[config.mk]
export PLATFORM = sky130hd
export DESIGN_NAME = rcn_testregs_mc
export DESIGN_NICKNAME = d
export VERILOG_FILES = /design/src/rtl/rcn_pkg.sv /design/src/rtl/rcn_testregs_ch.sv /design/src/rtl/rcn_testregs_mc.sv
export SDC_FILE = /design/constraint.sdc
export NUM_CORES = 1
export LEC_CHECK = 0
export ABC_AREA = 1
export CAP_MARGIN = 40
export CORE_UTILIZATION = 54
export DETAILED_ROUTE_END_ITERATION = 10
export MAX_ROUTING_LAYER = met4
export PLACE_DENSITY = 0.86
export SYNTH_ARGS = -nofsm -noshare
export SYNTH_HDL_FRONTEND = slang
export SYNTH_HIERARCHICAL = 1
export SYNTH_SLANG_ARGS = --single-unit
[constraint.sdc]
create_clock -name clk -period 2.65 [get_ports clk]
set_input_delay 0.265 -clock clk [delete_from_list [all_inputs] [get_ports clk]]
set_output_delay 0.265 -clock clk [all_outputs]
set_load 0.02 [all_outputs]
[src/rtl/rcn_pkg.sv]
// rcn_pkg: ring flit field layout, test-register offsets and byte-merge helper shared by rcn nodes
package rcn_pkg;
    localparam int RCN_W        = 69;
    localparam int RCN_VALID    = 68;
    localparam int RCN_PEND     = 67;
    localparam int RCN_WR       = 66;
    localparam int RCN_MASK_LSB = 56;
    localparam int RCN_ADDR_LSB = 34;
    localparam int RCN_ADDR_W   = 22;
    localparam int RCN_SEQ_LSB  = 32;

    localparam logic [3:0] OFF_PROGRESS = 4'h0;
    localparam logic [3:0] OFF_FAIL     = 4'h4;
    localparam logic [3:0] OFF_PASS     = 4'h8;
    localparam logic [3:0] OFF_STATUS   = 4'hC;

    function automatic logic [31:0] byte_merge(input logic [31:0] old, input logic [31:0] data,
                                               input logic [3:0] mask);
        logic [31:0] r;
        for (int i = 0; i < 4; i++) r[8*i +: 8] = mask[i] ? data[8*i +: 8] : old[8*i +: 8];
        return r;
    endfunction
endpackage

[src/rtl/rcn_testregs_ch.sv]
// rcn_testregs_ch: one test channel's progress/fail/pass registers with byte-masked writes
//   clk, rst_n                        clock, async active-low reset
//   we_progress, we_fail, we_pass     register write strobes
//   mask, wdata                       byte enables and write data
//   progress, fail, pass              register contents
//   done                              fail or pass is nonzero
module rcn_testregs_ch
    import rcn_pkg::*;
(
    input  logic        clk,
    input  logic        rst_n,
    input  logic        we_progress,
    input  logic        we_fail,
    input  logic        we_pass,
    input  logic [3:0]  mask,
    input  logic [31:0] wdata,
    output logic [31:0] progress,
    output logic [31:0] fail,
    output logic [31:0] pass,
    output logic        done
);
    always_ff @(posedge clk or negedge rst_n)
        if (!rst_n) begin
            progress <= '0;
            fail     <= '0;
            pass     <= '0;
        end else begin
            if (we_progress) progress <= byte_merge(progress, wdata, mask);
            if (we_fail) fail <= byte_merge(fail, wdata, mask);
            if (we_pass) pass <= byte_merge(pass, wdata, mask);
        end

    assign done = |fail | |pass;
endmodule

[src/rtl/rcn_testregs_mc.sv]
// rcn_testregs_mc: ring-attached bank of per-channel test progress/fail/pass registers with optional watchdog
//   clk, rst_n        clock, async active-low reset
//   rcn_in, rcn_out   ring flit in, registered ring flit out
//   test_progress     per-channel progress registers (channel 0 in low bits)
//   test_fail         per-channel fail registers
//   test_pass         per-channel pass registers
//   test_done         per-channel fail|pass nonzero
//   test_timeout      watchdog expiry flag
// Macro RCN_TESTREGS_WDOG_EN compiles in the progress watchdog.
module rcn_testregs_mc
    import rcn_pkg::*;
#(
    parameter logic [23:0] ADDR_BASE = 24'hFFFF80,
    parameter int          NUM_CH    = 4,
    parameter int          WDOG_W    = 24
) (
    input  logic                  clk,
    input  logic                  rst_n,
    input  logic [RCN_W-1:0]      rcn_in,
    output logic [RCN_W-1:0]      rcn_out,
    output logic [32*NUM_CH-1:0]  test_progress,
    output logic [32*NUM_CH-1:0]  test_fail,
    output logic [32*NUM_CH-1:0]  test_pass,
    output logic [NUM_CH-1:0]     test_done,
    output logic                  test_timeout
);
    logic [RCN_ADDR_W-1:0] addr;
    logic [31:0] wdata, rdata;
    logic [3:0]  mask, reg_off;
    logic [2:0]  ch;
    logic        hit, wr, we, ch_ok, armed, timeout;
    logic [31:0] prog8 [8];
    logic [31:0] fail8 [8];
    logic [31:0] pass8 [8];
    logic [7:0]  done8;

    assign addr    = rcn_in[RCN_ADDR_LSB +: RCN_ADDR_W];
    assign wdata   = rcn_in[31:0];
    assign mask    = rcn_in[RCN_MASK_LSB +: 4];
    assign wr      = rcn_in[RCN_WR];
    assign ch      = addr[4:2];
    assign reg_off = {addr[1:0], 2'b00};
    assign hit     = rcn_in[RCN_VALID] & rcn_in[RCN_PEND] & (addr[21:5] == ADDR_BASE[23:7]);
    assign we      = hit & wr;
    assign ch_ok   = int'(ch) < NUM_CH;

    // Channels beyond NUM_CH are padded with zero registers so reads of them return 0
    // and writes have no instance to land in.
    for (genvar c = 0; c < 8; c++) begin : g_ch
        if (c < NUM_CH) begin : g_on
            rcn_testregs_ch u_ch (
                .clk         (clk),
                .rst_n       (rst_n),
                .we_progress (we & ch == 3'(c) & reg_off == OFF_PROGRESS),
                .we_fail     (we & ch == 3'(c) & reg_off == OFF_FAIL),
                .we_pass     (we & ch == 3'(c) & reg_off == OFF_PASS),
                .mask        (mask),
                .wdata       (wdata),
                .progress    (prog8[c]),
                .fail        (fail8[c]),
                .pass        (pass8[c]),
                .done        (done8[c])
            );
            assign test_progress[32*c +: 32] = prog8[c];
            assign test_fail[32*c +: 32]     = fail8[c];
            assign test_pass[32*c +: 32]     = pass8[c];
            assign test_done[c]              = done8[c];
        end else begin : g_off
            assign prog8[c] = '0;
            assign fail8[c] = '0;
            assign pass8[c] = '0;
            assign done8[c] = 1'b0;
        end
    end

    always_comb
        rdata = !ch_ok                  ? '0 :
                reg_off == OFF_PROGRESS ? prog8[ch] :
                reg_off == OFF_FAIL     ? fail8[ch] :
                reg_off == OFF_PASS     ? pass8[ch] :
                                          {29'b0, timeout, done8[ch], armed};

    always_ff @(posedge clk or negedge rst_n)
        if (!rst_n) rcn_out <= '0;
        else rcn_out <= hit ? {1'b1, 1'b0, rcn_in[RCN_WR:RCN_SEQ_LSB], wr ? wdata : rdata} : rcn_in;

`ifdef RCN_TESTREGS_WDOG_EN
    logic [WDOG_W-1:0] wdog_cnt, wdog_cnt_d;
    logic armed_d, timeout_d, prog_wr, clr;

    assign prog_wr = we & ch_ok & reg_off == OFF_PROGRESS;
    assign clr     = we & ch == 3'd0 & reg_off == OFF_STATUS & wdata[2];

    // Timeout is raised in the same edge the counter reaches all-ones; clear beats expiry.
    always_comb begin
        wdog_cnt_d = clr | prog_wr ? '0 : armed & ~&wdog_cnt ? wdog_cnt + WDOG_W'(1) : wdog_cnt;
        armed_d    = ~clr & (armed | prog_wr);
        timeout_d  = ~clr & (timeout | (armed_d & &wdog_cnt_d));
    end

    always_ff @(posedge clk or negedge rst_n)
        if (!rst_n) begin
            wdog_cnt <= '0;
            armed    <= 1'b0;
            timeout  <= 1'b0;
        end else begin
            wdog_cnt <= wdog_cnt_d;
            armed    <= armed_d;
            timeout  <= timeout_d;
        end
`else
    logic wdog_unused;
    assign armed       = 1'b0;
    assign timeout     = 1'b0;
    assign wdog_unused = WDOG_W[0];
`endif

    assign test_timeout = timeout;
endmodule
# Word level (Yosys, flattened, before mapping)
# Cells that the tools add are included.
# classes
add_sub_neg	0
mul	0
n_div	0
order_cmp	3
eq_ne	6
shifts	0
muxes	17
bitwise	24
reduce_logical	58
# op_table
op	count
$mux 32	11
$bmux 32 s3	3
$reduce_or 32->1	8
$reduce_and 2->1	48
$mux 69	1
$and 1x1->1	19
$eq 17x17->1 const B	1
$eq 3x2->1 const B	2
$ge 4x4->1 const B	1
$logic_not 4->1	1
$lt 3x4->1 const B	1
$not 3->4	1
$or 1x1->1	4
$bmux 1 s3	1
$eq 3x1->1 const B	1
$logic_not 3->1	1
$lt 3x3->1 const B	1
$eq 2x1->1 const B	1
$eq 2x2->1 const B	1
$mux 1	1
# word_totals
ff_bits	453
latch_bits	0
ramBits	0
rom_bits	0
input_bits	71
wordCells	157
n_memories	0

# Depth between registers and ports, before layout
# logic_depth
depth_word	10
depth_mapped	14
depth_no_buf	14

# Modules after synthesis
# Netlist, hierarchy kept.
# modules_own_cells
module	n_inst	cells_per_inst	area_each_um2	seq_area_each_um2
rcn_testregs_ch	4	407	4005.1	2402.3
rcn_testregs_mc	1	1125	6044.5	1726.7

# Least setup slack after synthesis
# No wires, ideal clock.
# synth_timing
path_type	input-to-reg
startpoint	input port rcn_in[35]
endpoint	register g_ch[0].g_on.u_ch.pass[21]
setup_time_ns	0.119
t_arrival_ns	1.798
required_ns	2.531
setup_slack_ns	0.733
path_stages	10
path_cell_list	buf_2 -> clkinv_1 -> nor2_2 -> buf_2 -> inv_1 -> nor2_1 -> nand2_2 -> buf_6 -> nand2_1 -> o21ai_2
# synth_via
elab_chain_cells	3
# synth_lines
item	line_no	source
start, declared	rcn_testregs_mc.sv:19	input logic [RCN_W-1:0] rcn_in,
$eq 2x2->1	rcn_testregs_mc.sv:56	.we_pass (we & ch == 3'(c) & reg_off == OFF_PASS),
$and 1x1->1	rcn_testregs_mc.sv:56	
$reduce_and 2->1 (no line)	--	
end signal, assigned	rcn_testregs_ch.sv:30	if (we_pass) pass <= byte_merge(pass, wdata, mask);
end, declared	rcn_testregs_ch.sv:19	output logic [31:0] pass,
# No other way between the ends.
# A chain may end at the register's enable or synchronous reset.

# Worst setup path in the final report
# layout_timing
startpoint	register g_ch[0].g_on.u_ch.fail[2]
endpoint	output port test_done[0]
# layout_via
elab_chain_cells	2
# layout_lines
item	line_no	source
start, declared	rcn_testregs_ch.sv:18	output logic [31:0] fail,
start signal, assigned	rcn_testregs_ch.sv:29	if (we_fail) fail <= byte_merge(fail, wdata, mask);
$reduce_or 32->1	rcn_testregs_ch.sv:33	assign done = |fail | |pass;
$or 1x1->1	rcn_testregs_ch.sv:33	
end, declared	rcn_testregs_mc.sv:24	output logic [NUM_CH-1:0] test_done,
# No other way between the ends.

==> run metrics <==
status finished, final reports clean; clock tree buffer depth 3; vias in the first global route around 22000; FFs w/ async S/R, synth 1.000; starting density of the core 0.5515; ys flop type dfrtp_1; Max Cap Viol 0; most frequent cells in the layout nand2_1 (1171), clkdlybuf4s50_1 (518), dfrtp_1 (453), nor2_1 (250), o21ai_2 (208); total routed wirelength 93240 microns; Overflow after GRT 0; fmax 380.8 MHz; Synth warnings 6; EDFF count, synth 0; CTS sink count between 400 and 500; Max FO, Critical Path 4; Final Hold Viols 0; post-route ant nets 0; CTS buffer count 47; pre-CTS setup slack -77.76 ps; HPWL after detailed placement ~66000 microns; min-delay worst type in2reg; Tot GR Track Use 0.4633; Synth cell types 22; residual DRC count 0; Avg Cell Area, Syn 8.015 sq um; first-pass GRT wire length between 100000 and 150000 microns; row cnt 73; Lkg Pwr 0.01415 uW; Final setup viols 0; Hold WS 76.22 ps; final worst slack 23.60 ps; Die Height between 200 and 250 microns; drt first pass iters 6; power per cell area 508.3 mW/mm^2; period utilization 0.9911; most common cell after layout, fill and taps aside nand2_1; layout cell share with drive strength beyond 1 0.1320; CTS Root Buffer Type clkbuf_16; Critical Path AT between 2000 and 2500 ps; crit path launch type flop; FILL cells 3012; syn_nets 2824; Layout area overhead 33.86%; fin. max-slew vios 0; vias 22730; initial DRC count 2733; nature of the critical path endpoint primary output; Seq/Total Area, Yosys 0.5138; PortBufs 527; Syn Std Cell Area 0.02206 sq mm; crit path time final 2626 ps; Post-CTS Setup Inserts 0; Die Wd 204.1 microns; latest clock arrival within the worst-skew pair about 600 ps; core area around 0.04 sq mm; Nets 3361; Clock H-tree levels 2; RSZ-0062 raised after global routing no; slew margin rel. 0.4891; CTS tree built; Synth Register Bits 453; clock skew around 15 ps; Die ar. 0.04167 sq mm; Worst Tran Pin Value around 770 ps; I/O pin count 529; pin count of the biggest net entering global routing 80; Post-Synthesis Cells 2753; Final Core Density 0.7383; crit path kind reg2out; Reg clk slew, reported paths 60 ps; per-cell routed wire length 24.18 microns; initial antenna violation count 5; Crit path required time about 2400 ps; peak supply drop 0.4226 mV; Tot Pwr 15010 uW; RePlAce Congestion 0.9958; via-per-instance ratio 5.894
## timing repair
action                     4_1_cts  5_1_grt
resized for setup                8        4
setup endpoints to repair        4        3
hold buffers                     1        0
hold endpoints to repair        68        0
cloned                           0        0
## synth_stat cells (4+ instances only)
library cell / count / share of area
nor2_1: 258 / 0.044
nand2_1: 1171 / 0.20
nand4_1: 33 / 0.0094
nand3_1: 111 / 0.025
buf_6: 48 / 0.024
inv_1: 151 / 0.026
buf_1: 4 / 0.00068
a21oi_1: 7 / 0.0016
dfrtp_1: 453 / 0.51
o21ai_2: 208 / 0.083
o21ai_1: 183 / 0.042
nand2_2: 48 / 0.014
buf_2: 46 / 0.010
clkbuf_1: 15 / 0.0026
buf_4: 7 / 0.0024
## path summary, 6_finish.rpt
check / startpoint / to / slack [ps] / depth (start not counted)
max reg2reg: g_ch[1].g_on.u_ch/pass[21]$_DFFE_PN0P_ / rcn_out[1]$_DFF_PN0_ / 370 / 14
min in group asynchronous: rst_n / rcn_out[42]$_DFF_PN0_ / 300 / 2
min: rcn_in[34] / rcn_out[34]$_DFF_PN0_ / 80 / 1
max in group asynchronous: rst_n / g_ch[2].g_on.u_ch/pass[19]$_DFFE_PN0P_ / 1460 / 3
min reg2reg: g_ch[3].g_on.u_ch/progress[11]$_DFFE_PN0P_ / g_ch[3].g_on.u_ch/progress[11]$_DFFE_PN0P_ / 520 / 2
max: g_ch[0].g_on.u_ch/fail[2]$_DFFE_PN0P_ / test_done[0] / 20 / 7
## cells by family (layout without fill, tap and decap cells)
group / Yosys count / count (layout) / share of synthesized area
AO/OA/AOI/OAI: 398 / 398 / 0.1257
buffers and inverters: 276 / 849 / 0.06720
other: 1 / 6 / 0.0001700
flip-flops: 453 / 453 / 0.5138
AND/OR/NAND/NOR: 1625 / 1625 / 0.2932
## worst max-delay path, stage by stage, from the launching register on
cell	delay, ps
dfrtp_1	490
nor2_1	220
nand2_1	90
nor2_1	230
nand2_1	180
nor2_1	130
nand2_1	80
dlygate4sd2_1	360
## power by group
group / internal, uW / leakage [uW] / switching [uW]
Combinational: 312 / 0.00718 / 784
Sequential: 6970 / 0.00617 / 17.6
Clock: 4020 / 0.000790 / 2910
Total: 11300 / 0.0141 / 3720
## per-stage QoR
stage          cells  instance area, sq um  TNS (ps)
3_5_place_dp    3765                 27920    -426.1
6_report        3856                 29540         0
4_1_cts         3851                 29520         0
5_1_grt         3856                 29540         0
3_3_place_gp    3765                 27920         0
2_1_floorplan   2753                 22060         0
## metal layers
metal | part of all wire | global-route usage | vias to the layer above
li1 | - | - | 9785
met1 | 0.37 | 0.5841 | 10760
met2 | 0.44 | 0.6822 | 1766
met3 | 0.13 | 0.1108 | 420
met4 | 0.068 | 0.2692 | 0
met5 | 0 | - | -
## flip-flops by register name (all words and copies together) (netlist names)
name	flops
g_ch.g_on.u_ch/fail	128
g_ch.g_on.u_ch/pass	128
g_ch.g_on.u_ch/progress	128
rcn_out	69
## cell type report
class                           instances  area (sq um)  share of cell area
Antenna cell                            5         12.51           0.0004236
Inverter                              156         588.1             0.01991
Clock inverter                         24         256.5            0.008684
Clock buffer                           61          1329             0.04499
Sequential cell                       453         11340              0.3838
Timing Repair Buffer                  608          6077              0.2057
Multi-Input combinational cell       2024          9281              0.3142
Tap cell                              525         656.9             0.02224
No activity file was read; power rests on OpenSTA's default activity.
